## config.mk

```make
export PLATFORM = sky130hd
export DESIGN_NAME = mult_share_arbiter
export DESIGN_NICKNAME = d
export VERILOG_FILES = /design/src/rtl/mult_arb_pkg.sv /design/src/rtl/rr_picker.sv /design/src/rtl/mult_share_arbiter.sv
export SDC_FILE = /design/constraint.sdc
export NUM_CORES = 1
export LEC_CHECK = 0
export CORE_ASPECT_RATIO = 1.2
export CORE_UTILIZATION = 43
export CTS_BUF_LIST = sky130_fd_sc_hd__clkbuf_8
export CTS_CLUSTER_DIAMETER = 150
export DETAILED_ROUTE_END_ITERATION = 12
export MAX_ROUTING_LAYER = met4
export PLACE_DENSITY = 0.95
export SYNTH_ARGS = -nofsm -noshare
export SYNTH_HDL_FRONTEND = slang
export SYNTH_HIERARCHICAL = 1
export SYNTH_SLANG_ARGS = --single-unit
```

## constraint.sdc

```tcl
create_clock -name Clk -period 4.6 [get_ports Clk]
set_input_delay 0.92 -clock Clk [delete_from_list [all_inputs] [get_ports Clk]]
set_output_delay 0.92 -clock Clk [all_outputs]
set_load 0.02 [all_outputs]
```

## src/rtl/mult_arb_pkg.sv

```systemverilog
// mult_arb_pkg
//   Shared types and default constants for mult_share_arbiter and its
//   round-robin picker: FSM state encoding, default requester count,
//   operand width, timeout and product width.
package mult_arb_pkg;

  localparam int DEF_N_REQ   = 4;
  localparam int DEF_WIDTH   = 4;
  localparam int DEF_TIMEOUT = 32;

  // Unsigned WIDTH x WIDTH product never needs more than 2*WIDTH bits.
  localparam int DEF_PROD_WIDTH = 2 * DEF_WIDTH;

  typedef enum logic [1:0] {
    IDLE  = 2'd0,
    START = 2'd1,
    WAIT  = 2'd2,
    RESP  = 2'd3
  } state_t;

endpackage

```

## src/rtl/rr_picker.sv

```systemverilog
// rr_picker
//   Combinational round-robin select. Scans the request vector starting at
//   ptr and wrapping around; the first set bit wins.
// Ports:
//   req   in  N_REQ  request bits
//   ptr   in  IW     highest-priority index this round
//   win   out IW     winning index (0 when no request)
//   valid out 1      at least one request is set
module rr_picker #(
  parameter int N_REQ = 4,
  parameter int IW    = $clog2(N_REQ)
) (
  input  logic [N_REQ-1:0] req,
  input  logic [IW-1:0]    ptr,
  output logic [IW-1:0]    win,
  output logic             valid
);

  // NOTE: every output of a combinational block gets a default before any
  // branch, so no path leaves it unassigned and no latch is inferred.
  always_comb begin
    win   = '0;
    valid = 1'b0;
    for (int k = 0; k < N_REQ; k++) begin
      int            s;
      logic [IW-1:0] idx;
      s = int'(ptr) + k;
      if (s >= N_REQ) s = s - N_REQ;
      idx = IW'(s);
      if (!valid && req[idx]) begin
        valid = 1'b1;
        win   = idx;
      end
    end
  end

endmodule

```

## src/rtl/mult_share_arbiter.sv

```systemverilog
// mult_share_arbiter
//   Shares one shift-add multiplier among N_REQ requesters. A round-robin
//   winner is granted in IDLE (only while the multiplier reports idle), its
//   operands are latched, the multiplier is started for one cycle, and the
//   product is returned with a one-cycle one-hot Ack.
// Optional feature: define MULT_ARB_TIMEOUT_EN to abort WAIT after TIMEOUT
//   cycles without Mul_Done (Ack with Err=1, Result=0). Without it WAIT
//   holds indefinitely and Err is tied 0.
// Ports:
//   Clk, Rst_n        clock, async active-low reset
//   Req[N_REQ]        level requests, held until Ack
//   Op_A, Op_B        packed operands, slice i belongs to requester i
//   Ack[N_REQ]        one-hot result strobe
//   Result, Err       product / timeout flag, 0 when no Ack
//   Busy              high outside IDLE
//   Mul_St, Mul_A/B   multiplier start and operands
//   Mul_Done, Mul_Idle, Mul_Produto  multiplier status and product
module mult_share_arbiter
  import mult_arb_pkg::*;
#(
  parameter int N_REQ   = DEF_N_REQ,
  parameter int WIDTH   = DEF_WIDTH,
  parameter int TIMEOUT = DEF_TIMEOUT
) (
  input  logic                 Clk,
  input  logic                 Rst_n,
  input  logic [N_REQ-1:0]     Req,
  input  logic [N_REQ*WIDTH-1:0] Op_A,
  input  logic [N_REQ*WIDTH-1:0] Op_B,
  output logic [N_REQ-1:0]     Ack,
  output logic [2*WIDTH-1:0]   Result,
  output logic                 Err,
  output logic                 Busy,
  output logic                 Mul_St,
  output logic [WIDTH-1:0]     Mul_A,
  output logic [WIDTH-1:0]     Mul_B,
  input  logic                 Mul_Done,
  input  logic                 Mul_Idle,
  input  logic [2*WIDTH-1:0]   Mul_Produto
);

  localparam int IW     = $clog2(N_REQ);
  localparam int PROD_W = 2 * WIDTH;

  state_t            state_q, state_d;
  logic [IW-1:0]     ptr_q, g_q, pick_idx;
  logic              pick_valid;
  logic [WIDTH-1:0]  a_q, b_q;
  logic [PROD_W-1:0] prod_q;
  logic              grant;
  logic              timeout_hit;

  rr_picker #(.N_REQ(N_REQ), .IW(IW)) u_picker (
    .req   (Req),
    .ptr   (ptr_q),
    .win   (pick_idx),
    .valid (pick_valid)
  );

  assign grant = (state_q == IDLE) && pick_valid && Mul_Idle;

  always_comb begin
    state_d = state_q;
    unique case (state_q)
      IDLE:  if (grant) state_d = START;
      START: state_d = WAIT;
      WAIT:  if (Mul_Done || timeout_hit) state_d = RESP;
      RESP:  state_d = IDLE;
      default: state_d = IDLE;
    endcase
  end

  // NOTE: sequential state uses non-blocking assignments so every register
  // samples the pre-edge values, independent of statement order.
  always_ff @(posedge Clk or negedge Rst_n) begin
    if (!Rst_n) state_q <= IDLE;
    else        state_q <= state_d;
  end

  // NOTE: the operand/product registers are reset because Mul_A/Mul_B and
  // Result must read 0 straight out of reset; nothing here is a RAM.
  always_ff @(posedge Clk or negedge Rst_n) begin
    if (!Rst_n) begin
      ptr_q  <= '0;
      g_q    <= '0;
      a_q    <= '0;
      b_q    <= '0;
      prod_q <= '0;
    end else begin
      if (grant) begin
        g_q <= pick_idx;
        a_q <= Op_A[pick_idx*WIDTH +: WIDTH];
        b_q <= Op_B[pick_idx*WIDTH +: WIDTH];
      end
      // Done wins over a timeout landing in the same cycle.
      if (state_q == WAIT) begin
        if (Mul_Done)         prod_q <= Mul_Produto;
        else if (timeout_hit) prod_q <= '0;
      end
      // The winner drops to lowest priority for the next round.
      if (state_q == RESP)
        ptr_q <= (g_q == IW'(N_REQ - 1)) ? '0 : g_q + 1'b1;
    end
  end

`ifdef MULT_ARB_TIMEOUT_EN
  localparam int CW = (TIMEOUT > 1) ? $clog2(TIMEOUT) : 1;

  logic [CW-1:0] cnt_q;
  logic          err_q;

  assign timeout_hit = (state_q == WAIT) && !Mul_Done &&
                       (cnt_q == CW'(TIMEOUT - 1));

  always_ff @(posedge Clk or negedge Rst_n) begin
    if (!Rst_n) begin
      cnt_q <= '0;
      err_q <= 1'b0;
    end else begin
      if (state_q == START)     cnt_q <= '0;
      else if (state_q == WAIT) cnt_q <= cnt_q + 1'b1;
      // Value on the cycle WAIT is left is the one RESP reports.
      if (state_q == WAIT) err_q <= timeout_hit;
    end
  end

  assign Err = (state_q == RESP) && err_q;
`else
  assign timeout_hit = 1'b0;
  assign Err         = 1'b0;
`endif

  always_comb begin
    Ack = '0;
    if (state_q == RESP) Ack[g_q] = 1'b1;
  end

  assign Result = (state_q == RESP) ? prod_q : '0;
  assign Busy   = (state_q != IDLE);
  assign Mul_St = (state_q == START);
  assign Mul_A  = a_q;
  assign Mul_B  = b_q;

endmodule

```

# After elaboration in Yosys (flattened, before gate mapping)

Index checks and enable logic that the tools add are counted.

Magnitude comparators: 10
Add/subtract/negate cells: 8
Multiplexer cells: 28
Eq/ne operators: 6
Reduce and logical (&&, ||, !) cells: 13
Shifts and indexed selects: 2

Operators by type and width:

| kind                                                                                 | number |
|---|---|
| 16-bit by 5-bit indexed part select with 4-bit output                                | 2 |
| 2-bit 2-to-1 mux                                                                     | 11 |
| 2-bit by 3-bit < comparator with 1-bit output (second input constant)                | 5 |
| 3-bit greater-or-equal comparator (second input constant)                            | 3 |
| 1-bit 2-to-1 mux                                                                     | 9 |
| 1-bit binary-select mux with 2-bit select                                            | 4 |
| 8-bit 2-to-1 mux                                                                     | 1 |
| 2-bit one-hot mux with 4 select lines                                                | 1 |
| 2-bit by 1-bit subtractor with 2-bit output (second input constant)                  | 4 |
| 2-bit by 2-bit adder with 3-bit output (second input constant)                       | 2 |
| 2-bit == test (second input constant)                                                | 3 |
| 1-bit logical AND                                                                    | 6 |
| 4-bit 2-to-1 mux                                                                     | 1 |
| 2-bit != test (second input constant)                                                | 2 |
| 2-bit AND reduction                                                                  | 2 |
| 2-bit by 1-bit adder with 3-bit output (second input constant)                       | 1 |
| 2-bit by 3-bit greater-or-equal comparator with 1-bit output (second input constant) | 1 |
| 1-bit logical NOT                                                                    | 3 |
| 2-bit by 1-bit adder with 2-bit output (second input constant)                       | 1 |
| 1-bit demux with 2-bit select                                                        | 1 |
| 2-bit by 1-bit == test with 1-bit output (second input constant)                     | 1 |
| 2-bit by 1-bit greater-or-equal comparator with 1-bit output (second input constant) | 1 |
| 2-bit logical NOT                                                                    | 1 |
| 2-bit nonzero test                                                                   | 1 |

Logic and storage cells: 73
Input port bits: 48
Output and inout port bits: 23
Register bits after elaboration: 22

# Depth between registers and ports, before layout

Gate-level depths: netlist of the first run.

Depth in word-level cells: 18
Mapped depth: 6

# Modules after synthesis

Netlist of the first run, hierarchy kept.

Modules (own cells, without submodules):

| module             | times used | cells an instance | sequential area each (sq um) | area each (sq um) |
|---|---|---|---|---|
| mult_share_arbiter | 1          | 88                | 550.5                        | 1228.7 |
| rr_picker          | 1          | 15                | 0.0                          | 77.6 |

# Worst setup path after synthesis of the first run

No wires, ideal clock.

Path type: in2reg
Start: in Req[1]
End: reg a_q[0] (netlist: Mul_A[0])
Path slack: 2.117 ns
Required time: 4.475 ns
Buffers on the path: 1
Cell stages on the path: 6
Arrival time: 2.359 ns
Cells stage by stage: inv_1 -> a221o_1 -> a21oi_1 -> buf_6 -> mux4_2 -> mux2_2

RTL lines:

| item                                                    | line                     | source |
|---|---|---|
| start: declaration                                      | mult_share_arbiter.sv:27 | `input logic [N_REQ-1:0] Req,` |
| 1-bit binary-select mux with 2-bit select               | rr_picker.sv:30          | `if (!valid && req[idx]) begin` |
| 1-bit 2-to-1 mux (implied by the code)                  | rr_picker.sv:30          |  |
| 1-bit 2-to-1 mux                                        | rr_picker.sv:30          |  |
| 1-bit logical NOT                                       | rr_picker.sv:30          |  |
| 1-bit logical AND                                       | rr_picker.sv:30          |  |
| 1-bit 2-to-1 mux                                        | rr_picker.sv:30          |  |
| 1-bit logical NOT                                       | rr_picker.sv:30          |  |
| 1-bit logical AND                                       | rr_picker.sv:30          |  |
| 1-bit 2-to-1 mux                                        | rr_picker.sv:30          |  |
| 1-bit logical NOT                                       | rr_picker.sv:30          |  |
| 1-bit logical AND                                       | rr_picker.sv:30          |  |
| 2-bit 2-to-1 mux *                                      | rr_picker.sv:30          |  |
| named net pick_idx[0]                                   | mult_share_arbiter.sv:46 | `logic [IW-1:0] ptr_q, g_q, pick_idx;` |
| 16-bit by 5-bit indexed part select with 4-bit output * | mult_share_arbiter.sv:92 | `a_q <= Op_A[pick_idx*WIDTH +: WIDTH];` |
| end signal: assignment                                  | mult_share_arbiter.sv:92 |  |
| end: declaration                                        | mult_share_arbiter.sv:48 | `logic [WIDTH-1:0] a_q, b_q;` |

The timed path passes the listed nets; every way through them passes the cells marked *. The select of a mux whose other input is x is not followed.
A chain may end at the register's enable or synchronous reset.

# Final worst setup path of the first run

Start: in Req[0]
End: reg b_q[2] (netlist: Mul_B[2])

RTL lines:

| item                                                    | line                     | source |
|---|---|---|
| 1-bit binary-select mux with 2-bit select               | rr_picker.sv:30          |  |
| 1-bit 2-to-1 mux (implied by the code)                  | rr_picker.sv:30          |  |
| 1-bit 2-to-1 mux                                        | rr_picker.sv:30          |  |
| 1-bit logical NOT                                       | rr_picker.sv:30          |  |
| 1-bit logical AND                                       | rr_picker.sv:30          |  |
| 1-bit 2-to-1 mux                                        | rr_picker.sv:30          |  |
| 1-bit logical NOT                                       | rr_picker.sv:30          |  |
| 1-bit logical AND                                       | rr_picker.sv:30          |  |
| 1-bit 2-to-1 mux                                        | rr_picker.sv:30          |  |
| 1-bit logical NOT                                       | rr_picker.sv:30          |  |
| 1-bit logical AND                                       | rr_picker.sv:30          |  |
| 2-bit 2-to-1 mux *                                      | rr_picker.sv:30          |  |
| named net pick_idx[1]                                   | mult_share_arbiter.sv:46 |  |
| 16-bit by 5-bit indexed part select with 4-bit output * | mult_share_arbiter.sv:93 | `b_q <= Op_B[pick_idx*WIDTH +: WIDTH];` |
| end signal: assignment                                  | mult_share_arbiter.sv:93 |  |
| end: declaration                                        | mult_share_arbiter.sv:48 |  |

Marks and branches as above.

==> results of run 1 <==
[per-layer routing]
layer,wire length (um),part of all wire [%],GRT usage [%]
met1,1180,37,23.7
met2,1680,53,40.2
met4,72,2.3,8.55
met3,216,6.9,5.11
met5,0,0,-
[report_power, final]
group          internal [uW]  leakage [uW]  switching, uW
clock                   58.3     0.0000216           57.5
sequential               295      0.000261           68.0
combinational            377      0.000581            290
total                    730      0.000864            416
[metrics by stage]
step	cell area (um2)	instances
after CTS	2060	205
after detailed placement	2020	202
after global routing	2060	205
after floorplan	1310	103
after global placement	2020	202
final	2060	205
[critical path, cell delays in order]
cell and delay (ns):
clkdlybuf4s50_1 0.47, a21oi_1 0.16, o21ai_0 0.08, a21oi_1 0.75
mux4_2 0.42, mux2_2 0.27
[kinds of logic after synthesis]
family / after synthesis
AOI/OAI and AO/OA: 9
DFF: 22
other: 1
and+or+nand+nor: 19
buffers and inverters: 15
adders and majority gates: 8
muxes: 29
[area by class of cell]
type	instances	area, um2	area share [%]
timing repair buffer	70	698	33.9
multi-input combinational	66	687	33.4
sequential	22	551	26.8
tap	34	42.5	2.07
clock buffer	3	41.3	2.01
inverter	10	37.5	1.82
[worst paths after layout]
path,cells after the start,end,start,slack (ns)
min in group asynchronous,1,state_q[1],Rst_n,1.20
hold reg to reg,1,prod_q[3],prod_q[3],0.51
setup / recovery,6,Mul_B[2],Req[0],1.66
hold / removal,1,prod_q[3],prod_q[3],0.51
max in group asynchronous,1,Mul_A[2],Rst_n,2.83
setup reg to reg,5,Mul_B[2],ptr_q[1],2.40
[cell usage in the layout, fill, tap and decap left out, types with 2 or more instances in the layout]
cell / n
and2_1: 12
nand3_1: 2
a21oi_1: 5
ha_1: 8
clkdlybuf4s50_1: 69
inv_1: 9
mux4_2: 8
nor2_1: 2
clkbuf_8: 3
dfrtp_1: 22
mux2_2: 21
[flip-flops by register name, indices dropped and copies added, names as in the netlist]
register,count
Mul_B,4
Mul_A,4
g_q,2
ptr_q,2
state_q,2
prod_q,8
[cells in the mapped netlist (all sizes together)]
master   n  share of area (%)
a21oi    5                1.9
a221o    1               0.77
and2    12                5.7
buf      3                1.8
clkbuf   2               0.57
conb     1               0.29
dfrtp   22                 42
ha       8                7.7
inv     10                2.9
mux2    21                 18
mux4     8                 14
nand2    1               0.29
nand2b   1               0.48
nand3    2               0.77
nor2     2               0.57
nor2b    1               0.48
o21ai    1               0.38
o221ai   1               0.67
o22a     1               0.67
==> metrics.md, run 1 <==
| Metric | Value |
|---|---|
| Rows | `21` |
| Pin count of the biggest net entering global routing | `23` |
| Die W | `52.3 um` |
| Clk_lat worst skew | `0.25 ns` |
| Arr. time, crit path | `3.08 ns` |
| Post-CTS Resized | `0` |
| Worst-path fanout max | `9` |
| Net Count, Synth | `159` |
| Remaining antenna violation count | `0` |
| First-pass detailed-route iteration total | `4` |
| Mux cell area share after synthesis | `31.9%` |
| Hold WC Path Type | `reg2reg` |
| Compound-Gate Fraction of Synth Area | `4.41%` |
| Worst Setup Path Type | `in2reg` |
| Worst slew margin | `36.0%` |
| CP Capture Type | `flop` |
| Critical Path RT | `4.74 ns` |
| DRT iter0 DRCs | `15` |
| Share of layout cells above drive strength 1 | `19.9%` |
| Synthesized area per cell | `12.7 um2` |
| Final Critical Period | `2.94 ns` |
| Layout area overhead | `57.5%` |
| PnR Total Power | `1150 uW` |
| Root Buffer | `clkbuf_8` |
| Cts bufs inserted | `3` |
| Fill cell count | `208` |
| Initial Util | `46.0%` |
| Number of synthesized register bits | `22` |
| Routed wire per std cell | `15.4 um` |
| Largest family of logic cells by synthesized area | `multiplexers` |
| Hold buffers post-CTS | `0` |
| Overall Global Routing Usage | `22.8%` |
| CTS tree | `yes` |
| Outcome | `finished clean` |
| IO buf count | `69` |
| Hold slack | `0.505 ns` |
| Via density | `5.18` |
| Setup_tns | `0 ns` |
| Slew @ Worst Pin | `0.958 ns` |
| Fmax | `341 MHz` |
| Post-synthesis sequential area ratio | `42.1%` |
| Warning count from the yosys run | `6` |
| Number of max-cap violations | `0` |
| Dpl ws | `1.39 ns` |
| Vias | `1061` |
| Leakage power | `0.000864 uW` |
| Peak supply drop | `372 uV` |
| Post-synth cell types | `22` |
| Global-route wire length before repair | `5290 um` |
| Period utilisation layout | `63.8%` |
| Max Slew Vio Count | `0` |
| H-tree depth | `1` |
| Simple-Gate Fraction of Synth Area | `8.33%` |
| Synth Instances | `103` |
| Detail Placement HPWL | `2550 um` |
| Drt drc | `0` |
| Setup bufs post-CTS | `0` |
| CTS Sinks | `22` |
| GPL Wtd Cong | `0.706` |
| Final Hold Fails | `0` |
| Initial antenna violation count | `0` |
| N_diodes | `0` |
| IO Count | `71` |
| Fin worst setup slack | `1.66 ns` |
| Post-synthesis adder-cell area fraction | `7.66%` |
| CORE AREA | `2840 um2` |
| Clk_skew | `0.000510 ns` |
| Remaining global-route overflow | `0` |
| Final setup violation count | `0` |
| Setup crit start kind | `input port` |
| Fin nets | `229` |
| Die Height | `62.4 um` |
| Clk slew on worst S/H paths | `0.07 ns` |
| Synth Area in XOR/XNOR | `0%` |
| Unrepaired setup endpoints after global routing | `no` |
| Power Dens Cells | `557 nW/um2` |
| Max Root-Sink Buffers | `2` |
| Number of global-route vias before repair | `1166` |
| Die footprint | `3260 um2` |
| Final Core Density | `72.5%` |
| Total Wirelength | `3150 um` |
| Post-synthesis cell area | `1310 um2` |
Note: power is estimated with default switching activity, not from simulation.
==> run 2, diff against run 1 <==
CORE_UTILIZATION = 40   (was 43)
PLACE_DENSITY = 0.92   (was 0.95)
clock period = 2.74 ns   (was 4.6 ns; I/O delays follow)
==> metrics.md, run 2 (synthesis results as in run 1) <==
| Metric | Value |
|---|---|
| Outcome | `finished clean` |
| Routed wire per std cell | `14.3 um (-6.9%)` |
| Max Root-Sink Buffers | `2 (unchanged)` |
| Reg with most FFs | `prod_q` |
| Comb power frac | `57.4% (-0.9 points)` |
| Peak supply drop | `539 uV (+45%)` |
| Hold buffers post-CTS | `0 (unchanged)` |
| Share of layout cells above drive strength 1 | `21.7% (+1.8 points)` |
| Worst reg2reg setup slack | `0.63 ns (-1.77 ns)` |
| Largest register FFs | `8 (unchanged)` |
| Most frequent cells in the layout | `clkdlybuf4s50_1, dfrtp_1, mux2_2` |
| Final Hold Fails | `0 (unchanged)` |
| Number of global-route vias before repair | `1203 (+3.2%)` |
| Critical Path RT | `2.89 ns (-1.85 ns)` |
| Total Wirelength | `3020 um (-4.2%)` |
| Design Area, Final | `2100 um2 (+1.9%)` |
| CORE AREA | `3080 um2 (+8.6%)` |
| Worst Setup Path Type | `in2reg` |
| Fill cell count | `226 (+8.7%)` |
| GPL Wtd Cong | `0.655 (-7.3%)` |
| Clk_lat worst skew | `0.26 ns (about the same)` |
| Number of max-cap violations | `0 (unchanged)` |
| Psw | `698 uW (+68%)` |
| Pin count of the biggest net entering global routing | `23 (unchanged)` |
| Die Height | `64.6 um (+3.6%)` |
| Unrepaired setup endpoints after global routing | `no` |
| Initial antenna violation count | `0 (unchanged)` |
| Reg power frac | `31.0% (-0.6 points)` |
| N_diodes | `0 (unchanged)` |
| CTS tree | `yes` |
| Clk slew on worst S/H paths | `0.08 ns (about the same)` |
| Die W | `54.2 um (+3.5%)` |
| Setup bufs post-CTS | `0 (unchanged)` |
| Leakage power | `0.000885 uW (+2.5%)` |
| Reg2reg start | `ptr_q[0]` |
| Cts bufs inserted | `3 (unchanged)` |
| Detail Placement HPWL | `2470 um (-2.9%)` |
| Layout area overhead | `60.4%` |
| CP Capture Type | `flop` |
| IO buf count | `69 (unchanged)` |
| Remaining global-route overflow | `0 (unchanged)` |
| Worst hold path depth | `1 (unchanged)` |
| Setup crit start kind | `input port` |
| Area post-placement | `2040 um2 (+1.2%)` |
| Via density | `5.17 (-0.19%)` |
| Hold WC Path Type | `reg2reg` |
| Critical R2R Capture | `Mul_A[3]` |
| Period utilisation layout | `92.5%` |
| Die footprint | `3500 um2 (+7.2%)` |
| R2R cell count | `6 (+1)` |
| Clk_skew | `0.00139 ns (+0.000876 ns)` |
| Rows | `22 (+4.8%)` |
| Overall Global Routing Usage | `20.8% (-2.0 points)` |
| Final Core Density | `68.0% (-4.5 points)` |
| Power share of the clock group | `11.6% (+1.5 points)` |
| Global-route wire length before repair | `5040 um (-4.6%)` |
| DRT iter0 DRCs | `7 (-8)` |
| Root Buffer | `clkbuf_8` |
| First-pass detailed-route iteration total | `4 (unchanged)` |
| Fin nets | `232 (+1.3%)` |
| Hold Path Sink | `prod_q[4]` |
| Sw Share | `35.6% (-0.70 points)` |
| Remaining antenna violation count | `0 (unchanged)` |
| Fmax | `395 MHz` |
| Max Slew Vio Count | `0 (unchanged)` |
| Dpl ws | `-0.0652 ns (-1.45 ns)` |
| Power Dens Cells | `937 nW/um2 (+68%)` |
| Hold Path Origin | `prod_q[4]` |
| Post-CTS Resized | `0 (unchanged)` |
| Worst-path fanout max | `9 (unchanged)` |
| Vias | `1090 (+2.7%)` |
| Final setup violation count | `0 (unchanged)` |
| Final Critical Period | `2.53 ns` |
| Fin worst setup slack | `0.206 ns (-1.46 ns)` |
| Hold slack | `0.503 ns (-0.00179 ns)` |
| Arr. time, crit path | `2.68 ns (-0.40 ns)` |
| Initial Util | `42.4% (-3.7 points)` |
| Commonest non-fill, non-tap cell in the layout | `clkdlybuf4s50_1` |
| H-tree depth | `1 (unchanged)` |
| IO Count | `71 (unchanged)` |
| Drt drc | `0 (unchanged)` |
| CTS Sinks | `22 (unchanged)` |
| Internal | `1270 uW (+73%)` |
==> run 2: per-layer routing <==
| metal | vias to the layer above | part of all wire (%) | global-route usage (%) |
|---|---|---|---|
| li1 | 502 | - | - |
| met1 | 519 | 37 | 22.4 |
| met2 | 62 | 54 | 36.1 |
| met3 | 7 | 7.4 | 3.76 |
| met4 | 0 | 2.0 | 8.33 |
| met5 | - | 0 | - |
==> run 2: final cells by class <==
cell class	count	area, um2	area share, %
sequential	22	551	26.3
inverter	10	37.5	1.79
tap	36	45.0	2.15
multi-input combinational	66	687	32.8
clock buffer	4	55.1	2.63
timing repair buffer	73	721	34.4
==> run 2: per-stage QoR <==
step / TNS, ns / instances / power [uW]
after floorplan: 0 / 103 / 1300
after global placement: 0 / 207 / 1690
after detailed placement: -0.396 / 207 / 1750
after CTS: 0 / 211 / 1990
after global routing: 0 / 211 / 2100
final: 0 / 211 / 1960
==> run 2: worst max-delay path: stages <==
cell and delay, ns:
clkdlybuf4s50_1 0.51, inv_1 0.07, a221o_1 0.34, a21oi_1 0.18
buf_4 0.24, mux4_2 0.52, mux2_2 0.27
==> run 2: worst max-delay path by stage <==
stage | from | endpoint | slack (ns) | cells past startpoint
global placement | Req[1] | Mul_B[2] | 0.05 | 7
global route | Req[1] | Mul_A[3] | 0.09 | 7
finish | Req[1] | Mul_A[3] | 0.21 | 7
CTS | Req[1] | Mul_A[3] | 0.20 | 7
floorplan | Req[1] | Mul_A[0] | 0.63 | 6
detailed placement | Req[1] | Mul_A[3] | -0.07 | 7
==> run 2: power by group through the flow <==
stage | sequential [uW] | combinational (uW) | clock, uW
finish | 609 | 1130 | 229
global route | 628 | 1230 | 245
CTS | 609 | 1150 | 232
detailed placement | 613 | 1140 | 0
global placement | 599 | 1090 | 0
floorplan | 657 | 642 | 0
==> run 3, diff against run 2 <==
SKIP_CTS_REPAIR_TIMING = 1   (was default)
==> results of run 3 <==
No change in the layout: final DEF, timing and power equal those of run 2.
